--- config.mk ---
export PLATFORM = sky130hd
export DESIGN_NAME = dma_wr_desc_arb
export DESIGN_NICKNAME = d
export VERILOG_FILES = /design/src/rtl/dma_wr_desc_arb.sv
export SDC_FILE = /design/constraint.sdc
export NUM_CORES = 1
export LEC_CHECK = 0
export ABC_CLOCK_PERIOD_IN_PS = 3150
export CORE_AREA = 2 2 229 231
export CTS_BUF_LIST = sky130_fd_sc_hd__clkbuf_8
export DETAILED_ROUTE_END_ITERATION = 16
export DIE_AREA = 0 0 231 233
export SYNTH_ARGS = -nofsm -noshare
export SYNTH_HDL_FRONTEND = slang
export SYNTH_SLANG_ARGS = --single-unit
--- constraint.sdc ---
create_clock -name clk -period 3.15 [get_ports clk]
set_input_delay 0.63 -clock clk [delete_from_list [all_inputs] [get_ports clk]]
set_output_delay 0.63 -clock clk [all_outputs]
set_load 0.02 [all_outputs]
--- src/rtl/dma_wr_desc_arb.sv ---
// rtl/dma_wr_desc_arb.sv - round-robin write-descriptor arbiter with per-port outstanding limits and status routing
module dma_wr_desc_arb #(
    parameter int PORTS           = 4,
    parameter int PCIE_ADDR_WIDTH = 64,
    parameter int RAM_SEL_WIDTH   = 2,
    parameter int RAM_ADDR_WIDTH  = 19,
    parameter int LEN_WIDTH       = 16,
    parameter int S_TAG_WIDTH     = 6,
    parameter int M_TAG_WIDTH     = S_TAG_WIDTH + $clog2(PORTS),
    parameter int MAX_OUTSTANDING = 8
) (
    input  logic                                 clk,
    input  logic                                 rst,
    input  logic [PORTS*PCIE_ADDR_WIDTH-1:0]     s_axis_write_desc_pcie_addr,
    input  logic [PORTS*RAM_SEL_WIDTH-1:0]       s_axis_write_desc_ram_sel,
    input  logic [PORTS*RAM_ADDR_WIDTH-1:0]      s_axis_write_desc_ram_addr,
    input  logic [PORTS*LEN_WIDTH-1:0]           s_axis_write_desc_len,
    input  logic [PORTS*S_TAG_WIDTH-1:0]         s_axis_write_desc_tag,
    input  logic [PORTS-1:0]                     s_axis_write_desc_valid,
    output logic [PORTS-1:0]                     s_axis_write_desc_ready,
    output logic [PCIE_ADDR_WIDTH-1:0]           m_axis_write_desc_pcie_addr,
    output logic [RAM_SEL_WIDTH-1:0]             m_axis_write_desc_ram_sel,
    output logic [RAM_ADDR_WIDTH-1:0]            m_axis_write_desc_ram_addr,
    output logic [LEN_WIDTH-1:0]                 m_axis_write_desc_len,
    output logic [M_TAG_WIDTH-1:0]               m_axis_write_desc_tag,
    output logic                                 m_axis_write_desc_valid,
    input  logic                                 m_axis_write_desc_ready,
    input  logic [M_TAG_WIDTH-1:0]               s_axis_write_desc_status_tag,
    input  logic                                 s_axis_write_desc_status_valid,
    output logic [PORTS*S_TAG_WIDTH-1:0]         m_axis_write_desc_status_tag,
    output logic [PORTS-1:0]                     m_axis_write_desc_status_valid,
    output logic [PORTS-1:0]                     busy
);

    localparam int IDX_W = M_TAG_WIDTH - S_TAG_WIDTH;
    localparam int PTR_W = (PORTS > 1) ? $clog2(PORTS) : 1;
    localparam int CNT_W = $clog2(MAX_OUTSTANDING + 1);

    typedef enum logic {IDLE, HOLD} state_t;

    state_t             state;
    logic [PTR_W-1:0]   rr_ptr;
    logic [PTR_W-1:0]   grant_idx;
    logic [PTR_W-1:0]   probe_idx;
    logic               grant_found;
    logic               accept;
    logic [PORTS-1:0]   eligible;
    logic [PORTS-1:0]   inc;
    logic [PORTS-1:0]   dec;
    logic [CNT_W-1:0]   count     [PORTS];
    logic [CNT_W-1:0]   count_nxt [PORTS];
    logic [IDX_W-1:0]   st_idx;
    logic               st_in_range;

    always_comb begin
        for (int i = 0; i < PORTS; i++) begin
            eligible[i] = s_axis_write_desc_valid[i] && (int'(count[i]) < MAX_OUTSTANDING);
        end
    end

    // First eligible port at or after the pointer, wrapping modulo PORTS.
    always_comb begin
        grant_found = 1'b0;
        grant_idx   = '0;
        probe_idx   = '0;
        for (int k = 0; k < PORTS; k++) begin
            probe_idx = PTR_W'((int'(rr_ptr) + k) % PORTS);
            if (!grant_found && eligible[probe_idx]) begin
                grant_found = 1'b1;
                grant_idx   = probe_idx;
            end
        end
    end

    assign accept = (state == IDLE) && grant_found && !rst;
    assign s_axis_write_desc_ready = accept ? ({{(PORTS-1){1'b0}}, 1'b1} << grant_idx) : '0;

    assign st_idx      = s_axis_write_desc_status_tag[M_TAG_WIDTH-1:S_TAG_WIDTH];
    assign st_in_range = int'(st_idx) < PORTS;

    // Statuses for idle ports are discarded so counts cannot underflow.
    always_comb begin
        for (int i = 0; i < PORTS; i++) begin
            inc[i] = accept && (grant_idx == PTR_W'(i));
            dec[i] = s_axis_write_desc_status_valid && st_in_range &&
                     (st_idx == IDX_W'(i)) && (count[i] != '0);
            count_nxt[i] = count[i];
            if (inc[i] && !dec[i]) begin
                count_nxt[i] = count[i] + CNT_W'(1);
            end else if (dec[i] && !inc[i]) begin
                count_nxt[i] = count[i] - CNT_W'(1);
            end
        end
    end

    always_ff @(posedge clk or posedge rst) begin
        if (rst) begin
            state                   <= IDLE;
            rr_ptr                  <= '0;
            m_axis_write_desc_valid <= 1'b0;
        end else begin
            case (state)
                IDLE: begin
                    if (grant_found) begin
                        state                   <= HOLD;
                        m_axis_write_desc_valid <= 1'b1;
                        rr_ptr <= (int'(grant_idx) == PORTS - 1) ? '0 : grant_idx + PTR_W'(1);
                    end
                end
                HOLD: begin
                    if (m_axis_write_desc_ready) begin
                        state                   <= IDLE;
                        m_axis_write_desc_valid <= 1'b0;
                    end
                end
                default: state <= IDLE;
            endcase
        end
    end

    always_ff @(posedge clk or posedge rst) begin
        if (rst) begin
            for (int i = 0; i < PORTS; i++) begin
                count[i] <= '0;
            end
            busy                           <= '0;
            m_axis_write_desc_status_valid <= '0;
        end else begin
            for (int i = 0; i < PORTS; i++) begin
                count[i] <= count_nxt[i];
                busy[i]  <= (count_nxt[i] != '0);
            end
            m_axis_write_desc_status_valid <= dec;
        end
    end

    always_ff @(posedge clk) begin
        if (accept) begin
            m_axis_write_desc_pcie_addr <= s_axis_write_desc_pcie_addr[grant_idx*PCIE_ADDR_WIDTH +: PCIE_ADDR_WIDTH];
            m_axis_write_desc_ram_sel   <= s_axis_write_desc_ram_sel[grant_idx*RAM_SEL_WIDTH +: RAM_SEL_WIDTH];
            m_axis_write_desc_ram_addr  <= s_axis_write_desc_ram_addr[grant_idx*RAM_ADDR_WIDTH +: RAM_ADDR_WIDTH];
            m_axis_write_desc_len       <= s_axis_write_desc_len[grant_idx*LEN_WIDTH +: LEN_WIDTH];
            m_axis_write_desc_tag       <= {IDX_W'(grant_idx), s_axis_write_desc_tag[grant_idx*S_TAG_WIDTH +: S_TAG_WIDTH]};
        end
        for (int i = 0; i < PORTS; i++) begin
            if (dec[i]) begin
                m_axis_write_desc_status_tag[i*S_TAG_WIDTH +: S_TAG_WIDTH] <= s_axis_write_desc_status_tag[S_TAG_WIDTH-1:0];
            end
        end
    end

endmodule

Word-level counts from Yosys, hierarchy flattened
Cells that the tools add are included.
{"block": "classes", "add_sub_neg": 12, "n_mul": 2, "order_cmp": 8, "eq_ne": 9, "n_shift": 6, "n_mux": 32, "bitwise_logic": 1, "reduce_logical": 53}
{"op": "variable part select 256 x 9 -> 64 bit", "count": 1}
{"op": "variable part select 76 x 8 -> 19 bit", "count": 1}
{"op": "variable part select 64 x 7 -> 16 bit", "count": 1}
{"op": "two-way mux 4 bit", "count": 9}
{"op": "nonzero test 4 bit", "count": 8}
{"op": "logical AND 1 bit", "count": 29}
{"op": "variable part select 24 x 6 -> 6 bit", "count": 1}
{"op": "adder 4 x 1 -> 4 bit (second input constant)", "count": 4}
{"op": "< comparator 4 bit (second input constant)", "count": 4}
{"op": "subtractor 4 x 1 -> 4 bit (second input constant)", "count": 4}
{"op": "zero test 1 bit", "count": 12}
{"op": "< comparator 2 x 3 -> 1 bit (second input constant)", "count": 4}
{"op": "two-way mux 1 bit", "count": 12}
{"op": "two-way mux 2 bit", "count": 5}
{"op": "binary-select mux 1 bit (select 2 bit)", "count": 4}
{"op": "== test 2 bit (second input constant)", "count": 4}
{"op": "variable part select 8 x 4 -> 2 bit", "count": 1}
{"op": "multiplier 2 x 5 -> 7 bit (second input constant)", "count": 1}
{"op": "== test 2 x 1 -> 1 bit (second input constant)", "count": 3}
{"op": "adder 2 x 1 -> 2 bit (second input constant)", "count": 2}
{"op": "adder 2 bit (second input constant)", "count": 2}
{"op": "zero test 2 bit", "count": 2}
{"op": "multiplier 2 x 2 -> 4 bit (second input constant)", "count": 1}
{"op": "inequality test 2 bit (second input constant)", "count": 2}
{"op": "other kinds (4)", "count": 6}
{"block": "totals", "ff_bits": 161, "elab_cells": 141}

Depth between registers and ports, before layout
Gate-level depths: netlist of the first run.
{"block": "depth", "ltp_word": 22, "ltp_mapped": 13}

Least setup slack after synthesis of the first run
OpenSTA, ideal clock, no wires.
{"block": "synth_timing", "kind": "in2reg", "startpoint": "in s_axis_write_desc_valid[2]", "endpoint": "reg busy[0]", "setup_ns": 0.138, "arrival_time_ns": 3.603, "required_ns": 3.012, "setup_slack_ns": -0.591, "path_stages": 8, "path_buffers": 0, "cell_sequence": "nor2b_1 > o41ai_4 > inv_2 > nand3_1 > inv_2 > mux2i_1 > xor2_1 > or4_1"}
{"element": "from (decl)", "line": "19", "source": "input logic [PORTS-1:0] s_axis_write_desc_valid,"}
{"element": "to (signal, indexed assignment)", "line": "131", "source": "busy[i] <= (count_nxt[i] != '0);"}
{"element": "to (decl)", "line": "32", "source": "output logic [PORTS-1:0] busy"}

Final worst setup path of the first run
{"block": "layout_timing", "startpoint": "in s_axis_write_desc_valid[1]", "endpoint": "out s_axis_write_desc_ready[0]"}
{"block": "layout_via", "elab_chain_cells": 16, "word_cells_on_any_way": 27, "classes_between": "shift (1); mux (17); reduce/logical (9)"}
{"element": "logical AND 1 bit *", "line": "57", "source": "eligible[i] = s_axis_write_desc_valid[i] && (int'(count[i]) < MAX_OUTSTANDING);"}
{"element": "binary-select mux 1 bit (select 2 bit)", "line": "68", "source": "if (!grant_found && eligible[probe_idx]) begin"}
{"element": "two-way mux 1 bit (not written as such)", "line": "68"}
{"element": "two-way mux 1 bit", "line": "68"}
{"element": "zero test 1 bit", "line": "68"}
{"element": "logical AND 1 bit", "line": "68"}
{"element": "two-way mux 1 bit", "line": "68"}
{"element": "zero test 1 bit", "line": "68"}
{"element": "logical AND 1 bit", "line": "68"}
{"element": "two-way mux 1 bit", "line": "68"}
{"element": "zero test 1 bit", "line": "68"}
{"element": "logical AND 1 bit", "line": "68"}
{"element": "two-way mux 1 bit *", "line": "68"}
{"element": "logical AND 1 bit * (2 in a row)", "line": "75", "source": "assign accept = (state == IDLE) && grant_found && !rst;"}
{"element": "via accept", "line": "46", "source": "logic accept;"}
{"element": "two-way mux 4 bit *", "line": "76", "source": "assign s_axis_write_desc_ready = accept ? ({{(PORTS-1){1'b0}}, 1'b1} << grant_idx) : '0;"}
{"element": "to (decl)", "line": "20", "source": "output logic [PORTS-1:0] s_axis_write_desc_ready,"}
Mark *: on every way through the listed nets, which the timed path passes. The rest lies on a longest branch. The select of a mux whose other input is x is not followed.

==> summary.md, run 1 <==
| Metric | Value |
|---|---|
| Dpl hpwl | `slightly above 30 mm` |
| DR vias | `9781` |
| Clock Tree Buf Depth | `2` |
| Die Y | `approximately 230 um` |
| Drt wl/cell | `between 15 and 20 um` |
| Fmax | `between 300 and 400 MHz` |
| Initial Utilization | `~17%` |
| Worst hold path type | `input port to asynchronous set/reset pin` |
| Drt total wl | `about 40 mm` |
| Worst slew margin | `slightly below 50%` |
| Clk sinks | `161` |
| Post-synthesis sequential area ratio | `a little over half` |
| Synthesized Nets | `between 1000 and 1500` |
| Area of the multi-input gates | `roughly 0.0039 mm2` |
| Async set-reset flop share out of synthesis | `around 17%` |
| Status | `completed` |
| Top FF cell, synth | `edfxtp_1` |
| Antenna-violating nets left | `0` |
| Drt first-iter violations | `590` |
| Tmin final | `approximately 3.0 ns` |
| Setup violations, final | `0` |
| IO Count | `590` |
| CTS buffer count | `17` |
| Placed cell area | `between 0.015 and 0.02 mm2` |
| RSZ-0062 raised after global routing | `false` |
| NumNets Final | `2050` |
| Number of cell rows | `83` |
| Clk_skew | `~0.019 ns` |
| Tot Pwr | `12700 uW` |
| GRT Total Usage | `14.5%` |
| FF+latch area | `0.00470 mm2` |
| Seq cells post-synth | `161` |
| Clock slew at reported path FFs | `roughly 0.10 ns` |
| Lkg Pwr | `roughly 0.0064 uW` |
| IO Port Bufs | `a little under 600` |
| CTS tree | `built` |
| Critical Path AT | `2.42 ns` |
| Yosys cell types | `46` |
| Top cells by area, synth | `edfxtp_1 45%, nand2_1 18%, dfrtp_1 7.9%` |
| FILL cells | `5371` |
| Peak VDD IR | `between 0.0005 and 0.0006 V` |
| Leading area contributor after synthesis | `edfxtp_1` |
| Post-synth EDFFs | `around 130` |
| Worst-Margin Slew | `around 0.75 ns` |
| Post-CTS Setup Inserts | `0` |
| Area growth syn-to-layout | `83.1%` |
| Fin. Hold Viols | `0` |
| Post-synth top area share | `~45%` |
| Skew-Pair Late Insertion Delay | `0.54 ns` |
| Core area | `around 0.051 mm2` |
| Max Cap Viol | `0` |
| Crit path capture type | `primary output` |
| Pre-CTS WS | `-0.281 ns` |
| YS warnings | `0` |
| Post-route setup TNS | `0 ns` |
| Initial antenna violation count | `1` |
| Root Buffer | `clkbuf_8` |
| CTS H-tree depth | `4` |
| Fin util | `between 30% and 40%` |
| Critical path fanouts, max | `5` |
| Drt via density | `~4.3` |
| Total Die Area | `approximately 0.054 mm2` |
| Required time worst endpoint | `between 2 and 3 ns` |
| Largest net degree at the start of global routing | `roughly 110` |
| Syn Area/Cell | `approximately 8.8 um2` |
| Startpoint Class | `input port` |
| Die width | `roughly 230 um` |
| PnR worst setup slack | `between 0.1 and 0.15 ns` |
| Hold-fix buffers at CTS | `0` |
| Pwr dens | `approximately 800 mW/mm2` |
| Syn Inst Count | `a little over 1000` |
| Share of post-route cells with drive strength above 1 | `6.21%` |
| Total gr overflow | `0` |
| Final max-slew violation count | `0` |
| Final routed DRC violation total | `0` |
| Part of the cycle the worst path needs | `a little over nine tenths` |
| DR pass1 iterations | `5` |
| Crit path kind | `input port to primary output` |
| Mapped cell area | `roughly 0.0089 mm2` |
| Gpl congestion | `approximately 0.92` |
| Vias in the first global route | `between 10000 and 15000` |
| Final Cell Area | `roughly 0.016 mm2` |
| First-pass GRT wire length | `around 59 mm` |
[worst paths after layout]
check	start	end	slack (ns)	cells past startpoint
max in group asynchronous	rst	count[7]	2.13	3
min in group clk	state	m_axis_write_desc_valid	0.54	1
worst min-delay path	rst	count[14]	0.38	2
worst min register to register	state	m_axis_write_desc_valid	0.54	1
worst max register to register	count[7]	busy[3]	0.45	12
worst max-delay path	s_axis_write_desc_valid[1]	s_axis_write_desc_ready[0]	0.10	8
[worst max-delay path: stages]
cell and delay (ns):
clkdlybuf4s50_1 0.43, nor2b_2 0.17, buf_4 0.15, o41ai_4 0.42, inv_4 0.08, nand3_1 0.15
inv_2 0.05, dlygate4sd2_1 0.33
[registers in the layout, indices dropped and copies added, names as in the netlist]
register and cells:
m_axis_write_desc_tag 8, m_axis_write_desc_status_valid 4, busy 4, m_axis_write_desc_status_tag 24
rr_ptr 2, m_axis_write_desc_ram_sel 2, m_axis_write_desc_ram_addr 19, count 16
m_axis_write_desc_valid 1, state 1, m_axis_write_desc_pcie_addr 64, m_axis_write_desc_len 16
[power by group]
part	total (uW)	switching [uW]	internal, uW
Clock	1860	910	951
Combinational	7270	4180	3100
Sequential	3580	307	3280
[metal layers]
layer | vias up | GRT usage, % | part of all wire [%]
met3 | 54 | 4.79 | 8.7
met5 | - | 0 | 0
met4 | 0 | 5.71 | 2.3
met2 | 430 | 25.4 | 50
met1 | 4602 | 16.3 | 39
li1 | 4695 | - | -
[layout by cell type, fill, tap and decap left out, types with 2 or more instances in the layout]
| cell type | instances |
|---|---|
| maj3_1 | 5 |
| mux2i_1 | 6 |
| nand3_1 | 4 |
| nand2_1 | 435 |
| clkbuf_8 | 17 |
| inv_1 | 17 |
| o221ai_1 | 2 |
| buf_4 | 41 |
| o211ai_1 | 2 |
| and3_1 | 108 |
| a211o_1 | 3 |
| nand2b_1 | 9 |
| buf_12 | 7 |
| a31oi_1 | 109 |
| ha_1 | 9 |
| or4_1 | 4 |
| dfrtp_1 | 26 |
| nand4_1 | 4 |
| nor2b_2 | 3 |
| inv_4 | 3 |
| bufinv_16 | 5 |
| nor2_1 | 10 |
| o21ai_0 | 4 |
| clkbuf_2 | 2 |
| a21oi_1 | 5 |
| nor2b_1 | 2 |
| clkinvlp_4 | 2 |
| edfxtp_1 | 133 |
| xnor2_1 | 10 |
| clkdlybuf4s50_1 | 585 |
| xor2_1 | 4 |
| inv_6 | 7 |
| nor4_1 | 2 |
| dfrtp_2 | 2 |
[cell families (layout without fill, tap and decap cells)]
family / after synthesis / count (layout) / synth area share (%)
AOI/OAI and AO/OA: 137 / 137 / 10.4
xor gates and xnor gates: 14 / 14 / 1.38
adders and majority gates: 14 / 14 / 1.83
buffers and inverters: 93 / 690 / 3.99
DFF: 161 / 161 / 52.7
muxes: 7 / 7 / 0.800
other: 0 / 1 / 0
and+or+nand+nor: 587 / 587 / 29.0
[through the flow]
step | hold WS (ns) | instances
after floorplan | 0.483 | 1013
after CTS | 0.319 | 2290
after detailed placement | 0.529 | 2258
final | 0.382 | 2291
after global routing | 0.361 | 2291
after global placement | 0.513 | 2258
[Yosys cell counts, types with 5 or more instances]
cell type  number
nand2_1       435
edfxtp_1      133
a31oi_1       109
and3_1        108
clkbuf_1       61
dfrtp_1        28
inv_1          16
nand2b_1       10
nor2_1         10
xnor2_1        10
ha_1            9
buf_1           8
mux2i_1         6
a21oi_1         5
maj3_1          5
[repair_timing]
item	in CTS	in global routing
endpoints found under the setup margin	4	3
resized for setup	7	4
pin swaps	0	0
[final cells by class]
type,count,share of cell area [%]
multi-input cells,759,23.8
clock buffers,17,1.43
well taps,680,5.21
clock inverters,15,1.39
repair buffers,637,38.8
diodes,1,0.0153
flip-flops and latches,161,28.8
inverters,21,0.560
Note: power is estimated with default switching activity, not from simulation.
==> inputs of run 2 (changes only) <==
Settings changed: REMOVE_ABC_BUFFERS from default to 1.
==> run 2 against run 1 <==
  * Maximum frequency hardly changed
  * Design area fell by 0.70%
  * Global-route usage down 0.71 points
  * First-iteration DRC count fell by 19%
  * Clock power down 13%
  * Combinational power down 4.3%
  * Non-clock buffer count down 7
  * Critical endpoint is now s_axis_write_desc_ready[1]
  * Largest cell class unchanged
  * Count of clock-buffer cells in the layout did not move
==> summary.md, run 2 (synthesis results as in run 1) <==
| Metric | Value |
|---|---|
| Top flop regs | `m_axis_write_desc_pcie_addr x64, m_axis_write_desc_status_tag x24, m_axis_write_desc_ram_addr x19 (unchanged)` |
| Max Cap Viol | `0 (unchanged)` |
| Required time worst endpoint | `2.52 ns (about the same)` |
| Crit path capture type | `primary output (unchanged)` |
| Peak VDD IR | `0.000664 V (was 0.000593 V)` |
| Dpl hpwl | `29.4 mm (was 30.9 mm)` |
| Lkg Pwr | `0.00629 uW (was 0.00636 uW)` |
| Clock slew at reported path FFs | `0.10 ns (about the same)` |
| Critical Path AT | `2.42 ns (about the same)` |
| Worst-Margin Slew | `1.11 ns (was 0.745 ns)` |
| Top reg by flops | `m_axis_write_desc_pcie_addr (unchanged)` |
| Most common cell after layout, fill and taps aside | `clkdlybuf4s50_1 (unchanged)` |
| Max layer used | `met4 (unchanged)` |
| Part of the cycle the worst path needs | `96.8% (was 96.7%)` |
| Startpoint Class | `input port (unchanged)` |
| NumNets Final | `2043 (was 2050)` |
| Inst Count DP | `2251 (was 2258)` |
| Total gr overflow | `0 (unchanged)` |
| Drt first-iter violations | `479 (was 590)` |
| CTS buffer count | `17 (unchanged)` |
| Tmin final | `3.05 ns (about the same)` |
| Area growth syn-to-layout | `81.8% (was 83.1%)` |
| DR vias | `9673 (was 9781)` |
| CTS tree | `built (unchanged)` |
| Crit path kind | `input port to primary output (unchanged)` |
| DR pass1 iterations | `7 (was 5)` |
| Initial Utilization | `17.4% (unchanged)` |
| Worst slew margin | `26.2% (was 49.5%)` |
| Drt total wl | `38.5 mm (was 40.4 mm)` |
| Met3 wire len | `3.01 mm (was 3.54 mm)` |
| Gpl congestion | `0.873 (was 0.916)` |
| Fin cells | `2285 (was 2291)` |
| Clock Tree Buf Depth | `2 (unchanged)` |
| Number of cell rows | `83 (unchanged)` |
| Initial antenna violation count | `2 (was 1)` |
| Setup violations, final | `0 (unchanged)` |
| Commonest non-fill, non-tap cells in the layout | `585 x clkdlybuf4s50_1, 435 x nand2_1, 133 x edfxtp_1, 109 x a31oi_1, 108 x and3_1 (unchanged)` |
| Largest register FFs | `64 (unchanged)` |
| IO Count | `590 (unchanged)` |
| Fin. Hold Viols | `0 (unchanged)` |
| Vias in the first global route | `9603 (was 10100)` |
| Root Buffer | `clkbuf_8 (unchanged)` |
| PnR worst setup slack | `0.102 ns (was 0.104 ns)` |
| GRT Total Usage | `13.8% (was 14.5%)` |
| Worst reg2reg startpoint | `count[15] (was count[7])` |
| Pre-CTS WS | `-0.250 ns (was -0.281 ns)` |
| Fmax | `328 MHz (about the same)` |
| Met2 routed WL | `19.3 mm (was 20.2 mm)` |
| Final routed DRC violation total | `0 (unchanged)` |
| WL met1 | `14.9 mm (was 15.7 mm)` |
| Largest net degree at the start of global routing | `115 (was 111)` |
| Drt via density | `4.23 (was 4.27)` |
| Drt wl/cell | `16.8 um (was 17.6 um)` |
| Antenna-violating nets left | `0 (unchanged)` |
| Critical path fanouts, max | `5 (unchanged)` |
| Die width | `231 um (unchanged)` |
| FILL cells | `5359 (was 5371)` |
| R2R setup slack | `0.35 ns (was 0.45 ns)` |
| Pwr dens | `750 mW/mm2 (was 779 mW/mm2)` |
| Total Die Area | `0.0538 mm2 (unchanged)` |
| First-pass GRT wire length | `55.7 mm (was 58.9 mm)` |
| IO Port Bufs | `589 (unchanged)` |
| Final max-slew violation count | `0 (unchanged)` |
| Skew-Pair Late Insertion Delay | `0.54 ns (about the same)` |
| Core area | `0.0511 mm2 (unchanged)` |
| Crit. Startpoint | `s_axis_write_desc_valid[0] (was s_axis_write_desc_valid[1])` |
| RSZ-0062 raised after global routing | `false (unchanged)` |
| Die Y | `233 um (unchanged)` |
| Worst hold path type | `input port to asynchronous set/reset pin (unchanged)` |
| Clk_skew | `0.0162 ns (was 0.0187 ns)` |
| Status | `completed (unchanged)` |
| Fin Hold WS | `0.505 ns (was 0.382 ns)` |
| Clk sinks | `161 (unchanged)` |
| Share of post-route cells with drive strength above 1 | `5.68% (was 6.21%)` |
| CTS H-tree depth | `4 (unchanged)` |
run 2: routing by layer:
metal	track usage, %	vias up
li1	-	4696
met1	15.6	4505
met2	23.5	409
met3	4.87	63
met4	6.01	0
met5	0	-
run 2: cell type report:
cell class	count	area [um2]	share of cell area, %
timing repair buffer	630	6280	38.8
clock buffer	17	234	1.44
antenna	2	5.00	0.0309
sequential	161	4690	29.0
multi-input combinational	759	3880	24.0
tap	680	851	5.25
inverter	21	91.3	0.564
clock inverter	15	161	0.996
run 2: per-stage QoR:
step / total power, uW / utilization, % / area [um2] / setup TNS [ns]
after global routing: 13100 / 31.7 / 16200 / 0
after CTS: 12400 / 31.7 / 16200 / 0
final: 12200 / 31.7 / 16200 / 0
after detailed placement: 10700 / 30.9 / 15800 / -19.64
after floorplan: 6770 / - / 8640 / -1565.41
after global placement: 10600 / 30.9 / 15800 / -13.49
run 2: report_power, final:
group	internal, uW	switching [uW]
clock network	657	955
registers	3270	305
logic	3000	3970
total	6930	5230
run 2: worst max-delay path, stage by stage:
cell and delay (ns):
clkdlybuf4s50_1 0.50, nor2b_2 0.26, a21oi_1 0.14, o22ai_4 0.17, buf_12 0.14, inv_6 0.04, nor3_4 0.16, dlygate4sd2_1 0.37
run 2: repair_timing:
item	in CTS	in global routing
buffers inserted	0	0
hold buffers	0	0
setup endpoints to repair	4	2
gates resized for setup	5	2
cloned	0	0
run 2: path summary, 6_finish.rpt:
path                                                      to  cells past startpoint
setup / recovery                  s_axis_write_desc_ready[1]                      8
min in group clk                     m_axis_write_desc_valid                      1
hold / removal             m_axis_write_desc_status_valid[3]                      3
setup reg to reg                    m_axis_write_desc_len[0]                      8
hold reg to reg                      m_axis_write_desc_valid                      1
max in group asynchronous  m_axis_write_desc_status_valid[0]                      3
==> inputs of run 3 (changes only) <==
--- a/constraint.sdc
+++ b/constraint.sdc
@@ -3,2 +3,2 @@
 set_output_delay 0.63 -clock clk [all_outputs]
-set_load 0.02 [all_outputs]
+set_load 0.005 [all_outputs]
==> run 3 against run 2 <==
  * Total power decreased by 1.9%
  * Maximum frequency rose by 0.46%
  * Setup slack improved by 0.014 ns
  * Sequential share of layout area fell by 0.17 points
  * Cell count increased by 0.31%
  * Non-clock buffer count increased by 8
  * Core utilization increased by 0.21 points
  * Hold slack worse by 0.044 ns
  * Largest cell class unchanged
==> summary.md, run 3 (synthesis results as in run 1) <==
| Metric | Value |
|---|---|
| Status | `completed (unchanged)` |
| DR pass1 iterations | `5 (was 7)` |
| Startpoint Class | `input port (unchanged)` |
| Skew-Pair Late Insertion Delay | `0.55 ns (was 0.54 ns)` |
| Final max-slew violation count | `0 (unchanged)` |
| Crit path capture type | `primary output (unchanged)` |
| Area growth syn-to-layout | `83.0% (was 81.8%)` |
| Initial antenna violation count | `3 (was 2)` |
| Post-route setup TNS | `0 ns (unchanged)` |
| Clk sinks | `161 (unchanged)` |
| Critical Path AT | `2.40 ns (was 2.42 ns)` |
| Seq pwr share | `30.0% (was 29.4%)` |
| Worst reg2reg startpoint | `count[15] (unchanged)` |
| Clock slew at reported path FFs | `0.10 ns (about the same)` |
| Drt first-iter violations | `515 (was 479)` |
| GRT Total Usage | `14.3% (was 13.8%)` |
| Area of the multi-input gates | `0.00391 mm2 (was 0.00388 mm2)` |
| Largest net degree at the start of global routing | `124 (was 115)` |
| Part of the cycle the worst path needs | `96.3% (was 96.8%)` |
| Initial Utilization | `17.4% (unchanged)` |
| Drt via density | `4.29 (was 4.23)` |
| FILL cells | `5325 (was 5359)` |
| Total gr overflow | `0 (unchanged)` |
| Core area | `0.0511 mm2 (unchanged)` |
| CTS buffer count | `17 (unchanged)` |
| Worst-Margin Slew | `0.801 ns (was 1.11 ns)` |
| Top flop regs | `m_axis_write_desc_pcie_addr x64, m_axis_write_desc_status_tag x24, m_axis_write_desc_ram_addr x19 (unchanged)` |
| Slowest-stage cell, CP | `clkdlybuf4s50_1 (unchanged)` |
| Worst slew margin | `45.7% (was 26.2%)` |
| Drt total wl | `39.5 mm (was 38.5 mm)` |
| Crit. Startpoint | `s_axis_write_desc_valid[3] (was s_axis_write_desc_valid[0])` |
| Max Cap Viol | `0 (unchanged)` |
| Fin. Hold Viols | `0 (unchanged)` |
| Largest register FFs | `64 (unchanged)` |
| Clock Tree Buf Depth | `2 (unchanged)` |
| Total Die Area | `0.0538 mm2 (unchanged)` |
| Max stage delay on crit path | `0.49 ns (was 0.50 ns)` |
| Antenna-violating nets left | `0 (unchanged)` |
| Commonest non-fill, non-tap cells in the layout | `584 x clkdlybuf4s50_1, 435 x nand2_1, 133 x edfxtp_1, 109 x a31oi_1, 108 x and3_1 (was 585 x clkdlybuf4s50_1, 435 x nand2_1, 133 x edfxtp_1, 109 x a31oi_1, 108 x and3_1)` |
| Gpl congestion | `0.897 (was 0.873)` |
| IO Port Bufs | `589 (unchanged)` |
| Gate power share | `57.0% (was 57.3%)` |
| Vias in the first global route | `9881 (was 9603)` |
| Dpl hpwl | `30.4 mm (was 29.4 mm)` |
| Hold-fix buffers at CTS | `0 (unchanged)` |
| Lkg Pwr | `0.00637 uW (was 0.00629 uW)` |
| Crit path kind | `input port to primary output (unchanged)` |
| CTS H-tree depth | `4 (unchanged)` |
| Most common cell after layout, fill and taps aside | `clkdlybuf4s50_1 (unchanged)` |
| Critical path fanouts, max | `2 (was 5)` |
| Die width | `231 um (unchanged)` |
| Peak VDD IR | `0.000511 V (was 0.000664 V)` |
| Root Buffer | `clkbuf_8 (unchanged)` |
| Tmin final | `3.03 ns (was 3.05 ns)` |
| Fin Hold WS | `0.461 ns (was 0.505 ns)` |
| Share of post-route cells with drive strength above 1 | `6.52% (was 5.68%)` |
| DR vias | `9822 (was 9673)` |
| Clk_skew | `0.0123 ns (was 0.0162 ns)` |
| Int Pwr | `6970 uW (was 6930 uW)` |
| First-pass GRT wire length | `57.5 mm (was 55.7 mm)` |
| Sw frac | `41.5% (was 43.0%)` |
| NumNets Final | `2051 (was 2043)` |
| Die Y | `233 um (unchanged)` |
| Worst path cell trace | `clkdlybuf4s50_1, nor2b_4, o221ai_1, a32o_2, nand2b_4, inv_1, ha_2, and2_4, dlygate4sd2_1 (was clkdlybuf4s50_1, nor2b_2, a21oi_1, o22ai_4, buf_12, inv_6, nor3_4, dlygate4sd2_1)` |
| FF+latch area | `0.00470 mm2 (was 0.00469 mm2)` |
| Psw | `4960 uW (was 5230 uW)` |
| Final routed DRC violation total | `0 (unchanged)` |
| Drt wl/cell | `17.2 um (was 16.8 um)` |
| Tot Pwr | `11900 uW (was 12200 uW)` |
| Number of cell rows | `83 (unchanged)` |
| RSZ-0062 raised after global routing | `false (unchanged)` |
| Pwr dens | `732 mW/mm2 (was 750 mW/mm2)` |
| Required time worst endpoint | `2.52 ns (about the same)` |
| Clk pwr share | `13.0% (was 13.3%)` |
| Worst hold path type | `input port to asynchronous set/reset pin (unchanged)` |
| Top reg by flops | `m_axis_write_desc_pcie_addr (unchanged)` |
| IO Count | `590 (unchanged)` |
| Setup violations, final | `0 (unchanged)` |
| CTS tree | `built (unchanged)` |
| Fmax | `330 MHz (was 328 MHz)` |
## run 3: final timing paths
kind | slack [ns] | end | cells after the start
min reg2reg | 0.53 | m_axis_write_desc_valid | 1
max in group asynchronous | 2.06 | count[11] | 3
min in group clk | 0.53 | m_axis_write_desc_valid | 1
max | 0.12 | s_axis_write_desc_ready[3] | 9
max reg2reg | 0.49 | m_axis_write_desc_pcie_addr[16] | 9
min | 0.46 | m_axis_write_desc_valid | 2
## run 3: cell type report
cell class | count | share of cell area [%]
repair buffers | 638 | 39.2
flip-flops and latches | 161 | 28.8
multi-input cells | 759 | 24.0
well taps | 680 | 5.22
clock buffers | 17 | 1.43
clock inverters | 15 | 0.844
inverters | 21 | 0.560
diodes | 1 | 0.0153
## run 3: stage by stage
step | util (%) | cells | worst slack (ns) | area, um2
after floorplan | - | 941 | -13.14 | 8640
after global placement | 31.1 | 2256 | -0.177 | 15900
after detailed placement | 31.1 | 2256 | -0.226 | 15900
after CTS | 31.9 | 2290 | 0.00431 | 16300
after global routing | 31.9 | 2292 | 0.0218 | 16300
final | 31.9 | 2292 | 0.116 | 16300
## run 3: what timing repair did
action | 4_1_cts | 5_1_grt
setup buffers | 2 | 1
resized for setup | 14 | 1
pin swaps | 1 | 1
setup endpoints to repair | 4 | 1
## run 3: worst max-delay path: cells and delay by family
kind / cells / cell delay (ns)
AND/OR/NAND/NOR: 3 / 0.45
adder cells (fa/ha/maj): 1 / 0.18
buffers and inverters: 3 / 0.79
AO/OA/AOI/OAI: 2 / 0.36
## run 3: layer usage
layer / global-route usage, % / vias up / wire [um]
li1: - / 4707 / -
met1: 16.0 / 4603 / 15200
met2: 24.9 / 442 / 19900
met3: 4.66 / 66 / 3050
met4: 6.29 / 4 / 1320
met5: 0 / - / 30
## run 3: power by group through the flow
stage | combinational [uW] | clock (uW) | sequential [uW]
5_1_grt | 7520 | 1700 | 3640
2_1_floorplan | 2870 | 0 | 3490
3_5_place_dp | 6820 | 0 | 3620
4_1_cts | 6880 | 1650 | 3580
6_report | 6800 | 1550 | 3580
3_3_place_gp | 6690 | 0 | 3600
